### src/rtl/filter_mode_ctrl.sv
// rtl/filter_mode_ctrl.sv - frame-aligned filter mode sequencer with flush blanking and geometry checks
module filter_mode_ctrl #(
    parameter logic [11:0] IMG_HDISP    = 12'd1280,
    parameter logic [11:0] IMG_VDISP    = 12'd720,
    parameter logic [1:0]  FLUSH_FRAMES = 2'd1
) (
    input  logic        clk,
    input  logic        rst_n,
    input  logic        req_valid,
    input  logic [1:0]  req_mode,
    output logic        req_ready,
    input  logic        per_vs,
    input  logic        per_de,
    output logic [1:0]  mode,
    output logic        blank,
    output logic        busy,
    output logic        switch_done,
    output logic [15:0] frame_cnt,
    input  logic        err_clr,
    output logic        line_err,
    output logic        frame_err
);

    typedef enum logic [1:0] {
        ST_RUN   = 2'd0,
        ST_PEND  = 2'd1,
        ST_FLUSH = 2'd2
    } state_t;

    localparam logic [11:0] CNT_MAX = 12'hFFF;

    state_t      state_q, state_d;
    logic [1:0]  mode_q, mode_d;
    logic [1:0]  pend_mode_q, pend_mode_d;
    logic [1:0]  flush_cnt_q, flush_cnt_d;
    logic        blank_q, blank_d;
    logic        switch_done_q, switch_done_d;

    // vs_q/de_q are the one-cycle delayed copies of the sync inputs used for edge detection
    logic        vs_q, vs_d;
    logic        de_q, de_d;
    logic        fs, le;

    logic [15:0] frame_cnt_q, frame_cnt_d;
    logic [11:0] pix_cnt_q, pix_cnt_d;
    logic [11:0] line_cnt_q, line_cnt_d;
    logic        frame_seen_q, frame_seen_d;
    logic        line_err_q, line_err_d;
    logic        frame_err_q, frame_err_d;

    logic [1:0]  applied_mode;
    logic        line_ev, frame_ev;

    assign fs = per_vs & ~vs_q;
    assign le = ~per_de & de_q;

    // State register and all registered outputs/counters
    always_ff @(posedge clk) begin
        if (!rst_n) begin
            state_q       <= ST_RUN;
            mode_q        <= 2'd0;
            pend_mode_q   <= 2'd0;
            flush_cnt_q   <= 2'd0;
            blank_q       <= 1'b0;
            switch_done_q <= 1'b0;
            vs_q          <= 1'b0;
            de_q          <= 1'b0;
            frame_cnt_q   <= 16'd0;
            pix_cnt_q     <= 12'd0;
            line_cnt_q    <= 12'd0;
            frame_seen_q  <= 1'b0;
            line_err_q    <= 1'b0;
            frame_err_q   <= 1'b0;
        end else begin
            state_q       <= state_d;
            mode_q        <= mode_d;
            pend_mode_q   <= pend_mode_d;
            flush_cnt_q   <= flush_cnt_d;
            blank_q       <= blank_d;
            switch_done_q <= switch_done_d;
            vs_q          <= vs_d;
            de_q          <= de_d;
            frame_cnt_q   <= frame_cnt_d;
            pix_cnt_q     <= pix_cnt_d;
            line_cnt_q    <= line_cnt_d;
            frame_seen_q  <= frame_seen_d;
            line_err_q    <= line_err_d;
            frame_err_q   <= frame_err_d;
        end
    end

    // Mode sequencing: requests are parked until a frame start, then optionally flushed
    always_comb begin
        state_d       = state_q;
        mode_d        = mode_q;
        pend_mode_d   = pend_mode_q;
        flush_cnt_d   = flush_cnt_q;
        blank_d       = blank_q;
        switch_done_d = 1'b0;
        req_ready     = 1'b1;
        // a request arriving on the frame start itself takes precedence over the parked one
        applied_mode  = req_valid ? req_mode : pend_mode_q;

        case (state_q)
            ST_RUN: begin
                if (req_valid && (req_mode != mode_q)) begin
                    pend_mode_d = req_mode;
                    state_d     = ST_PEND;
                end
            end
            ST_PEND: begin
                if (fs) begin
                    if (applied_mode == mode_q) begin
                        state_d = ST_RUN;
                    end else begin
                        mode_d = applied_mode;
                        if ((applied_mode != 2'd0) && (FLUSH_FRAMES != 2'd0)) begin
                            state_d     = ST_FLUSH;
                            flush_cnt_d = FLUSH_FRAMES;
                            blank_d     = 1'b1;
                        end else begin
                            state_d       = ST_RUN;
                            switch_done_d = 1'b1;
                        end
                    end
                end else if (req_valid) begin
                    pend_mode_d = req_mode;
                end
            end
            ST_FLUSH: begin
                req_ready = 1'b0;
                if (fs) begin
                    flush_cnt_d = flush_cnt_q - 2'd1;
                    if (flush_cnt_q == 2'd1) begin
                        blank_d       = 1'b0;
                        state_d       = ST_RUN;
                        switch_done_d = 1'b1;
                    end
                end
            end
            default: begin
                state_d = ST_RUN;
            end
        endcase
    end

    // Geometry counters, frame counter and sticky error flags
    always_comb begin
        vs_d         = per_vs;
        de_d         = per_de;
        frame_cnt_d  = frame_cnt_q;
        pix_cnt_d    = pix_cnt_q;
        line_cnt_d   = line_cnt_q;
        frame_seen_d = frame_seen_q | fs;
        line_ev      = le && (pix_cnt_q != IMG_HDISP);
        // the first frame start after reset has no completed frame behind it
        frame_ev     = fs && frame_seen_q && (line_cnt_q != IMG_VDISP);

        if (fs) begin
            frame_cnt_d = frame_cnt_q + 16'd1;
        end

        if (le) begin
            pix_cnt_d = 12'd0;
        end else if (per_de && (pix_cnt_q != CNT_MAX)) begin
            pix_cnt_d = pix_cnt_q + 12'd1;
        end

        if (fs) begin
            line_cnt_d = 12'd0;
        end else if (le && (line_cnt_q != CNT_MAX)) begin
            line_cnt_d = line_cnt_q + 12'd1;
        end

        // a new error in the same cycle as a clear keeps the flag set
        line_err_d  = (line_err_q & ~err_clr) | line_ev;
        frame_err_d = (frame_err_q & ~err_clr) | frame_ev;
    end

    assign mode        = mode_q;
    assign blank       = blank_q;
    assign busy        = (state_q != ST_RUN);
    assign switch_done = switch_done_q;
    assign frame_cnt   = frame_cnt_q;
    assign line_err    = line_err_q;
    assign frame_err   = frame_err_q;

endmodule

### config.mk
export PLATFORM = sky130hd
export DESIGN_NAME = filter_mode_ctrl
export DESIGN_NICKNAME = d
export VERILOG_FILES = /design/src/rtl/filter_mode_ctrl.sv
export SDC_FILE = /design/constraint.sdc
export NUM_CORES = 1
export LEC_CHECK = 0
export CAP_MARGIN = 20
export CORE_MARGIN = 3
export CORE_UTILIZATION = 55
export CTS_CLUSTER_DIAMETER = 150
export DETAILED_ROUTE_END_ITERATION = 8
export DONT_BUFFER_PORTS = 1
export GPL_TIMING_DRIVEN = 0
export PLACE_DENSITY = 0.78
export SLEW_MARGIN = 25
export SYNTH_ARGS = -nofsm -noshare
export SYNTH_HDL_FRONTEND = slang
export SYNTH_SLANG_ARGS = --single-unit
export TNS_END_PERCENT = 10
### constraint.sdc
create_clock -name clk -period 3.07 [get_ports clk]
set_input_delay 0.307 -clock clk [delete_from_list [all_inputs] [get_ports clk]]
set_output_delay 0.307 -clock clk [all_outputs]
set_load 0.02 [all_outputs]
=== After elaboration in Yosys (flattened, before gate mapping) ===
Index checks and enable logic that the tools add are counted.

* Logic and storage cells: 93
* Bits in registers: 55
* Bits of input ports: 8

* Reductions and logical operators: 18
* Add/sub/neg operators: 4
* Mux-type cells: 29
* Bitwise logic cells: 12
* Equality and inequality tests: 16

{| class="wikitable"
|+ Operators by type and width
! cell !! count
|-
| 2-bit 2-to-1 mux || 13
|-
| 12-bit by 1-bit adder with 12-bit output (second input constant) || 2
|-
| 12-bit != test (second input constant) || 2
|-
| 16-bit by 1-bit adder with 16-bit output (second input constant) || 1
|-
| 2-bit != test (second input constant) || 7
|-
| 12-bit by 10-bit != test with 1-bit output (second input constant) || 1
|-
| 12-bit by 11-bit != test with 1-bit output (second input constant) || 1
|-
| 1-bit 2-to-1 mux || 11
|-
| 2-bit one-hot mux with 2 select lines || 2
|-
| 2-bit nonzero test || 4
|-
| 1-bit logical AND || 6
|-
| 2-bit one-hot mux with 3 select lines || 1
|-
| 3-bit AND reduction || 2
|-
| 6-bit AND reduction || 1
|-
| 1-bit inverter || 5
|-
| 5-bit AND reduction || 1
|-
| 1-bit bitwise AND || 4
|-
| 2-bit by 1-bit equality test with 1-bit output (second input constant) || 2
|-
| 1-bit one-hot mux with 2 select lines || 2
|-
| 4-bit AND reduction || 1
|-
| 2-bit OR reduction || 2
|-
| 1-bit OR || 3
|-
| 2-bit equality test || 1
|-
| 2-bit equality test (second input constant) || 1
|-
| other kinds (3) || 3
|}

=== Logic depth before layout (Yosys ltp) ===
Gate-level depths: netlist (run 1).

* Depth after elaboration: 6
* Mapped depth: 7
* Gate-level depth less buffers: 6

=== Worst setup path before layout (run 1) ===
No wires, ideal clock.

* Kind: register to register
* Start point: register mode_q[1], in the netlist mode[1]
* End point: register blank_q, in the netlist blank
* Slack: 1,351 ps
* Required time: 2,948 ps
* Stages on the path, launching flop included: 6
* Path buffers: 1
* Arrival time: 1,597 ps
* Period minus slack after synthesis: 1,719 ps
* Cells stage by stage: dfxtp_1 -> clkbuf_1 -> and2b_1 -> a211oi_2 -> nor3b_1 -> a311o_1

* Longest elaborated chain between the ends: 3

{| class="wikitable"
|+ RTL lines
! item !! line !! text
|-
| start, declared || 33 || <nowiki>logic [1:0] mode_q, mode_d;</nowiki>
|-
| start signal, assigned || 76 || <nowiki>mode_q <= mode_d;</nowiki>
|-
| 2-bit equality test || 113 || <nowiki>if (applied_mode == mode_q) begin</nowiki>
|-
| 2-bit != test (no source line) || - ||
|-
| 6-bit AND reduction (no source line) || - ||
|-
| end signal, assigned || 79 || <nowiki>blank_q <= blank_d;</nowiki>
|-
| end, declared || 36 || <nowiki>logic blank_q, blank_d;</nowiki>
|}

No other way between the ends.
A chain may end at the register's enable or synchronous reset.

=== Worst setup path after layout (run 1) ===
Ends and elaborated chain as after synthesis.

==> results.json, run 1 <==
{
  "power.density_mw_per_mm2": 493,
  "grt_pass1_vias": 2321,
  "clk_transition_reported_paths_ns": 0.10,
  "max_slew.worst_pin.slew_ns": 0.500,
  "post-cts-setup-buffer-count": 0,
  "setup.worst_path.class": "flip-flop to flip-flop",
  "area_of_the_die_mm2": 0.00630,
  "max_clock_freq_mhz": 521,
  "cts_buffer_depth": 2,
  "post_synth_inst_count": 348,
  "critical_path.max_fanout": 7,
  "synth-seq-cells": 55,
  "yosys_most_used_dff": "sky130_fd_sc_hd__dfxtp_1",
  "holdBufCountCts": 0,
  "netlist_top_cells_area": "sky130_fd_sc_hd__dfxtp_1, sky130_fd_sc_hd__ha_1, sky130_fd_sc_hd__a21oi_1",
  "cp_capture_type": "flip-flop",
  "layout_worst_path_cycle_share_pct": 62.5,
  "initial_utilization_pct": 57.6,
  "critical_path_launch_point_type": "flip-flop",
  "hold_path_class": "primary input to flip-flop",
  "drt-wirelength-per-cell_um": 15.0,
  "floorplan.core_area_mm2": 0.00514,
  "cp_slowest_cell": "sky130_fd_sc_hd__dfxtp_1",
  "crit_family": "compound AO/OA/AOI/OAI gates",
  "synth.avg_cell_area_um2": 8.50,
  "p_leak_nw": 1.11,
  "critical_path_arrival_ns": 2.13,
  "cts_root_buffer": "sky130_fd_sc_hd__clkbuf_8",
  "post-place-cells": 418,
  "antenna_violations_before_repair": 0,
  "row_count": 26,
  "min_period_ns": 1.92,
  "critical_path.max_stage_delay_ns": 0.46,
  "drt_iter0_drc": 171,
  "worstSkewPairLatency_ns": 0.31,
  "synth_area_leader_cell": "sky130_fd_sc_hd__dfxtp_1",
  "hold_viol": 0,
  "die_h_um": 79.4,
  "yosysMostFrequentCell": "sky130_fd_sc_hd__dfxtp_1",
  "flow.area_growth_from_synthesis_pct": 6.47,
  "timing.critical_path.required_ns": 3.28,
  "number_of_h_tree_levels": 2,
  "ant_nets": 0,
  "drtPass1Iterations": 4,
  "synth.cells.most_frequent": "sky130_fd_sc_hd__dfxtp_1, sky130_fd_sc_hd__nand2_1, sky130_fd_sc_hd__nor2_1",
  "worstPathCellList": "clkbuf_1, and2b_1, a211oi_2, nor3b_1, a311o_1",
  "vdd_ir_drop_max_uv": 348,
  "hold_path_startpoint": "per_de",
  "cts-resized-gates": 0,
  "cts_bufs_inserted": 5,
  "finalSetupViolations": 0,
  "vias": 2585,
  "worst_clock_skew_ns": 0.00478,
  "die_width_um": 79.4,
  "maxCapViolations": 0,
  "setup_total_negative_slack_ns": 0,
  "yosys_warnings": 0,
  "final_cells": 426,
  "grt_setup_unrepaired": "no",
  "gr-usage-all-layers_pct": 21.3,
  "run_status": "complete, no violations",
  "numPortBuffers": 0,
  "maxSlewViolCount": 0,
  "regToRegStartpoint": "mode[1]",
  "startpoint": "mode[1]",
  "boundaryPins": 32,
  "synth_cell_type_count": 55,
  "utilization_pct": 61.3,
  "total_inserted_antenna_cells": 0,
  "fin_nets": 373,
  "cts_tree": "done",
  "place.gp.congestion": 0.820,
  "cell_area_after_synthesis_mm2": 0.00296,
  "synth_top_cell_area_share_pct": 37.2,
  "total_buffers_and_inverters_traversed_by_the_critical_path": 1,
  "post-route-drc-count": 0,
  "grt_pass1_wl_um": 10800,
  "dpl.hpwl_um": 4600,
  "route.final.wire_length_um": 6390,
  "drive_above_1_share_pct": 5.62,
  "grt_overflow_total": 0,
  "clkSinkCount": 55,
  "synth-async-reset-ratio_pct": 0,
  "relSlewSlack_pct": 66.7,
  "p_total_w": 0.00155,
  "grt_max_degree": 17,
  "synthesis.nets": 366,
  "synth-edff-count": 0,
  "synth.yosys.seq_area_share_pct": 37.2,
  "viasPerCell": 6.07
}
-- worst paths after layout --
path	endpoint	slack [ns]	depth (start not counted)
worst max-delay path	blank	1.15	5
worst min-delay path	de_q	0.11	1
worst max register to register	blank	1.15	5
worst min register to register	frame_seen_q	0.49	2
-- power breakdown --
part	switching (W)	leakage, nW	internal [W]
Clock	0.000237	0.0505	0.000206
Combinational	0.000185	0.611	0.000130
Sequential	0.0000474	0.446	0.000749
Total	0.000469	1.11	0.00109
-- cells by family after synthesis --
kind of cell,Yosys count,synth area share (%)
multiplexers,13,4.74
buffers and inverters,31,4.40
AND/OR/NAND/NOR,148,27.3
XOR/XNOR,15,4.44
flip-flops,55,37.2
AO/OA/AOI/OAI,76,17.7
adder cells (fa/ha/maj),10,4.23
-- layout make-up --
| cell class | instances | area (um^2) |
|---|---|---|
| Clock buffer | 7 | 96.3 |
| Buffer | 16 | 73.8 |
| Multi-Input combinational cell | 262 | 1730 |
| Fill cell | 492 | 1990 |
| Inverter | 15 | 56.3 |
| Clock inverter | 1 | 7.51 |
| Tap cell | 70 | 87.6 |
| Sequential cell | 55 | 1100 |
-- registers in the layout, indices dropped and copies added (netlist names) --
register / flops
pix_cnt_q: 12
blank: 1
state_q: 2
de_q: 1
switch_done: 1
mode: 2
frame_cnt: 16
pend_mode_q: 2
flush_cnt_q: 2
vs_q: 1
frame_seen_q: 1
line_err: 1
line_cnt_q: 12
frame_err: 1
-- metrics by stage --
step | cell area (um^2) | worst slack (ns) | hold slack (ns)
floorplan | 2960 | 1.35 | 0.429
detailed placement | 3050 | 1.19 | 0.435
global placement | 3050 | 1.16 | 0.430
global route | 3150 | 1.05 | 0.101
finish | 3150 | 1.15 | 0.109
CTS | 3150 | 1.17 | 0.0989
-- cells in the final DEF, fill, tap and decap left out, types with 11 or more instances in the layout --
| cell | n |
|---|---|
| sky130_fd_sc_hd__dfxtp_1 | 55 |
| sky130_fd_sc_hd__nand2_1 | 30 |
| sky130_fd_sc_hd__nor2_1 | 26 |
| sky130_fd_sc_hd__a21oi_1 | 24 |
| sky130_fd_sc_hd__nand3_1 | 16 |
| sky130_fd_sc_hd__inv_1 | 15 |
| sky130_fd_sc_hd__nand4_1 | 13 |
| sky130_fd_sc_hd__clkbuf_1 | 12 |
| sky130_fd_sc_hd__o21ai_0 | 12 |
| sky130_fd_sc_hd__mux2i_1 | 11 |
-- routing by layer --
metal / vias to the layer above / GRT usage (%) / part of all wire, %
li1: 1298 / - / -
met1: 1208 / 27.2 / 47
met2: 69 / 34.8 / 47
met3: 10 / 4.54 / 4.8
met4: 0 / 8.76 / 1.6
met5: - / 0 / 0
(Power assumes the default switching activity.)
==> inputs of run 2 (changes only) <==
==> constraint.sdc (replaced) <==
create_clock -name clk -period 1.78 [get_ports clk]
set_input_delay 0.178 -clock clk [delete_from_list [all_inputs] [get_ports clk]]
set_output_delay 0.178 -clock clk [all_outputs]
set_load 0.02 [all_outputs]
==> results.json, run 2 (synthesis gave the netlist of run 1 again) <==
{
  "flow.area_growth_from_synthesis_pct": 10.6,
  "die_width_um": 79.4,
  "hold_path_depth": 2,
  "power.density_mw_per_mm2": 831,
  "drive_above_1_share_pct": 11.5,
  "timing.critical_path.required_ns": 2.03,
  "worstSkewPairLatency_ns": 0.31,
  "max_clock_freq_mhz": 586,
  "grt_setup_unrepaired": "yes",
  "boundaryPins": 32,
  "regToRegStartpoint": "line_cnt_q[0]",
  "clk_transition_reported_paths_ns": 0.09,
  "antenna_violations_before_repair": 0,
  "clkSinkCount": 55,
  "maxSlewViolCount": 0,
  "vias": 2624,
  "numPortBuffers": 0,
  "relSlewSlack_pct": 67.3,
  "total_inserted_antenna_cells": 0,
  "r2r_end": "line_cnt_q[3]",
  "layout.cells.most_common_list": "sky130_fd_sc_hd__dfxtp_1, sky130_fd_sc_hd__nand2_1, sky130_fd_sc_hd__nor2_1",
  "filler_cell_count": 475,
  "worst-r2r-cell-count": 6,
  "layout_worst_path_cycle_share_pct": 95.9,
  "cts_root_buffer": "sky130_fd_sc_hd__clkbuf_8",
  "critical_path_launch_point_type": "flip-flop",
  "gr-usage-all-layers_pct": 21.6,
  "grt_overflow_total": 0,
  "layout_commonest_cell": "sky130_fd_sc_hd__dfxtp_1",
  "hold_viol": 0,
  "ff2ff_setup_slack_ns": 0.07,
  "hold_path_startpoint": "rst_n",
  "drt-wirelength-per-cell_um": 15.2,
  "hold_path_class": "primary input to flip-flop",
  "place.gp.congestion": 0.820,
  "finalSetupViolations": 0,
  "post-route-drc-count": 0,
  "die_h_um": 79.4,
  "area_of_the_die_mm2": 0.00630,
  "min_period_ns": 1.71,
  "maxCapViolations": 0,
  "cts_buffer_depth": 2,
  "cts_tree": "done",
  "setup_total_negative_slack_ns": 0,
  "floorplan.core_area_mm2": 0.00514,
  "number_of_h_tree_levels": 2,
  "route.final.wire_length_um": 6590,
  "row_count": 26,
  "max_slew.worst_pin.slew_ns": 0.490,
  "preCtsSetupSlack_ns": -0.0958,
  "least_setup_slack_across_all_paths_after_layout_ns": 0.0724,
  "critical_path_arrival_ns": 1.96,
  "ant_nets": 0,
  "dpl.hpwl_um": 4600,
  "p_leak_nw": 1.16,
  "initial_utilization_pct": 57.6,
  "critical_path.max_fanout": 7,
  "viasPerCell": 6.05,
  "cp_capture_type": "flip-flop",
  "drt_iter0_drc": 152,
  "drtPass1Iterations": 4,
  "setup.worst_path.class": "flip-flop to flip-flop",
  "grt_pass1_vias": 2348,
  "cts_bufs_inserted": 5,
  "worst_clock_skew_ns": 0.00440,
  "largest_reg_flops": 16,
  "grt_max_degree": 17,
  "grt_pass1_wl_um": 10900,
  "fin_nets": 381,
  "utilization_pct": 63.7,
  "run_status": "complete, no violations",
  "min_delay_worst_endpoint": "frame_cnt[12]",
  "vdd_ir_drop_max_uv": 608
}
run 2: cell count changes in the layout (fill, tap and decap cells not counted), sizes merged:
cell,change
buf,+4
dlygate4sd3,+4
run 2: how the worst max path moves through the flow:
stage,from,end,slack [ns],depth (start not counted)
4_1_cts,pix_cnt_q[1],pix_cnt_q[1],-0.003,6
3_3_place_gp,mode[1],blank,-0.13,5
5_1_grt,line_cnt_q[0],line_cnt_q[5],-0.005,6
2_1_floorplan,mode[1],blank,0.06,5
6_report,line_cnt_q[0],line_cnt_q[3],0.07,6
3_5_place_dp,mode[1],blank,-0.1,5
run 2: what timing repair did:
item	CTS	global route
endpoints found under the setup margin	5	22
hold buffers	4	0
resized for setup	6	17
gates cloned	0	0
pin swaps	0	1
endpoints found under the hold margin	4	0
setup buffers	0	4
run 2: layer usage:
layer  GRT usage [%]  vias to the layer above  wire length [um]
li1                -                     1312                 -
met1            27.3                     1254              3080
met2            35.4                       46              3150
met3            4.54                       12               232
met4            9.28                        0               121
met5               0                        -                 0
run 2: power by group:
group	switching (W)	internal [W]
sequential	0.0000817	0.00129
combinational	0.000331	0.000246
clock	0.000411	0.000355
total	0.000824	0.00190
run 2: metrics by stage:
step | total power [W] | cells | cell area (um^2) | hold WS [ns]
2_1_floorplan | 0.00183 | 348 | 2960 | 0.300
3_3_place_gp | 0.00193 | 418 | 3050 | 0.301
3_5_place_dp | 0.00194 | 418 | 3050 | 0.306
4_1_cts | 0.00271 | 430 | 3200 | 0.00845
5_1_grt | 0.00286 | 434 | 3270 | 0.00704
6_report | 0.00272 | 434 | 3270 | 0.0154
run 2: worst max-delay path: stages (launching register included):
cell                       delay, ns
sky130_fd_sc_hd__dfxtp_1        0.37
sky130_fd_sc_hd__ha_1           0.26
sky130_fd_sc_hd__and2_1         0.16
sky130_fd_sc_hd__and4_1         0.19
sky130_fd_sc_hd__clkbuf_1       0.16
sky130_fd_sc_hd__or3_1          0.36
sky130_fd_sc_hd__a21oi_1        0.13
run 2: layout make-up:
| class | instances | area [um^2] | share of cell area (%) |
|---|---|---|---|
| Clock buffer | 7 | 96.3 | 2.94 |
| Timing Repair Buffer | 8 | 70.1 | 2.14 |
| Multi-Input combinational cell | 262 | 1760 | 53.8 |
| Clock inverter | 1 | 7.51 | 0.229 |
| Buffer | 16 | 81.3 | 2.49 |
| Tap cell | 70 | 87.6 | 2.68 |
| Sequential cell | 55 | 1110 | 34.0 |
| Inverter | 15 | 56.3 | 1.72 |
==> inputs of run 3 (changes only) <==
--- a/config.mk
+++ b/config.mk
@@ -13,6 +13,7 @@
 export DONT_BUFFER_PORTS = 1
 export GPL_TIMING_DRIVEN = 0
 export PLACE_DENSITY = 0.78
+export SKIP_LAST_GASP = 1
 export SLEW_MARGIN = 25
 export SYNTH_ARGS = -nofsm -noshare
 export SYNTH_HDL_FRONTEND = slang
==> results.json, run 3 (synthesis gave the netlist of run 1 again) <==
{
  "run_status": "complete, no violations",
  "viasPerCell": 6.07,
  "die_width_um": 79.4,
  "min_period_ns": 1.74,
  "vdd_ir_drop_max_uv": 607,
  "gr-usage-all-layers_pct": 21.6,
  "drt-wirelength-per-cell_um": 15.1,
  "max_clock_freq_mhz": 576,
  "critical_path_launch_point_type": "flip-flop",
  "initial_utilization_pct": 57.6,
  "fin_nets": 381,
  "boundaryPins": 32,
  "max_slew.worst_pin.slew_ns": 0.492,
  "cp_capture_type": "flip-flop",
  "largest_reg_flops": 16,
  "timing.critical_path.required_ns": 1.99,
  "grt_pass1_wl_um": 10900,
  "worstSkewPairLatency_ns": 0.31,
  "filler_cell_count": 480,
  "grt_setup_unrepaired": "yes",
  "die_h_um": 79.4,
  "relSlewSlack_pct": 67.2,
  "finalSetupViolations": 0,
  "drive_above_1_share_pct": 9.89,
  "least_setup_slack_across_all_paths_after_layout_ns": 0.0445,
  "row_count": 26,
  "hold_path_class": "primary input to flip-flop",
  "clk_transition_reported_paths_ns": 0.10,
  "final_cells": 434,
  "cts_tree": "done",
  "numPortBuffers": 0,
  "drt_iter0_drc": 154,
  "layout.cells.most_common_list": "sky130_fd_sc_hd__dfxtp_1, sky130_fd_sc_hd__nand2_1, sky130_fd_sc_hd__nor2_1",
  "power.density_mw_per_mm2": 834,
  "grt_pass1_vias": 2348,
  "antenna_violations_before_repair": 0,
  "dpl.hpwl_um": 4600,
  "cts_buffer_depth": 2,
  "flow.area_growth_from_synthesis_pct": 9.51,
  "total_inserted_antenna_cells": 0,
  "layout_worst_path_cycle_share_pct": 97.5,
  "vias": 2633,
  "ff2ff_setup_slack_ns": 0.04,
  "hold_viol": 0,
  "grt_max_degree": 17,
  "worst-r2r-cell-count": 5,
  "critical_path.max_fanout": 7,
  "route.final.wire_length_um": 6580,
  "cts_bufs_inserted": 5,
  "setup.worst_path.class": "flip-flop to flip-flop",
  "r2r_end": "blank",
  "crit_path_end": "blank",
  "cts_root_buffer": "sky130_fd_sc_hd__clkbuf_8",
  "place.gp.congestion": 0.820,
  "post-place-cells": 418,
  "p_leak_nw": 1.15,
  "clkSinkCount": 55,
  "regToRegStartpoint": "mode[1]",
  "floorplan.core_area_mm2": 0.00514,
  "ant_nets": 0,
  "critical_path_arrival_ns": 1.95,
  "layout_commonest_cell": "sky130_fd_sc_hd__dfxtp_1",
  "worst_clock_skew_ns": 0.00451,
  "post-route-drc-count": 0,
  "drtPass1Iterations": 5,
  "startpoint": "mode[1]",
  "maxSlewViolCount": 0,
  "preCtsSetupSlack_ns": -0.0958,
  "number_of_h_tree_levels": 2,
  "grt_overflow_total": 0,
  "maxCapViolations": 0,
  "area_of_the_die_mm2": 0.00630
}
run 3: worst min-delay path by stage:
stage | startpoint | to | depth (start not counted) | slack (ns)
2_1_floorplan | per_de | de_q | 1 | 0.30
3_3_place_gp | per_vs | vs_q | 1 | 0.30
3_5_place_dp | per_de | de_q | 1 | 0.31
4_1_cts | rst_n | frame_cnt[12] | 2 | 0.008
5_1_grt | rst_n | frame_cnt[12] | 2 | 0.007
6_report | rst_n | frame_cnt[14] | 2 | 0.02
run 3: through the flow:
stage	cell area (um^2)	power [W]	util, %	setup TNS, ns	hold WS [ns]
2_1_floorplan	2960	0.00183	-	0	0.300
3_3_place_gp	3050	0.00193	59.3	-0.154	0.301
3_5_place_dp	3050	0.00194	59.3	-0.155	0.306
4_1_cts	3190	0.00271	62.1	-0.0370	0.00845
5_1_grt	3240	0.00284	63.0	-0.678	0.00704
6_report	3240	0.00270	63.0	0	0.0156
run 3: critical path, stage by stage, from the launching register on:
cell	delay, ns
sky130_fd_sc_hd__dfxtp_2	0.40
sky130_fd_sc_hd__clkbuf_2	0.21
sky130_fd_sc_hd__and2b_1	0.21
sky130_fd_sc_hd__a211oi_2	0.32
sky130_fd_sc_hd__nor3b_1	0.14
sky130_fd_sc_hd__a311o_1	0.36
run 3: layer usage:
metal  GRT usage (%)  part of all wire [%]  vias to the layer above
met5               0                     0                        -
met4            9.28                   1.6                        0
met3            4.54                   4.5                       10
met2            35.4                    48                       62
met1            27.3                    46                     1253
li1                -                     -                     1308
run 3: repair_timing:
| action | 4_1_cts | 5_1_grt |
|---|---|---|
| gates cloned | 0 | 0 |
| setup endpoints to repair | 5 | 22 |
| setup buffers | 0 | 4 |
| hold buffers | 4 | 0 |
| resized for setup | 3 | 10 |
| pin swaps | 0 | 1 |
| hold endpoints to repair | 4 | 0 |
run 3: cell type report:
cell class / count / area (um^2) / share of cell area, %
Clock buffer: 7 / 96.3 / 2.97
Timing Repair Buffer: 8 / 70.1 / 2.16
Multi-Input combinational cell: 262 / 1740 / 53.6
Clock inverter: 1 / 7.51 / 0.232
Inverter: 15 / 56.3 / 1.74
Sequential cell: 55 / 1110 / 34.3
Buffer: 16 / 75.1 / 2.32
Tap cell: 70 / 87.6 / 2.70
run 3: where the power goes:
group          leakage (nW)  total (W)  switching, W  internal [W]
Clock                0.0505   0.000764      0.000409      0.000355
Sequential            0.450    0.00138     0.0000815       0.00129
Combinational         0.648   0.000561      0.000324      0.000238
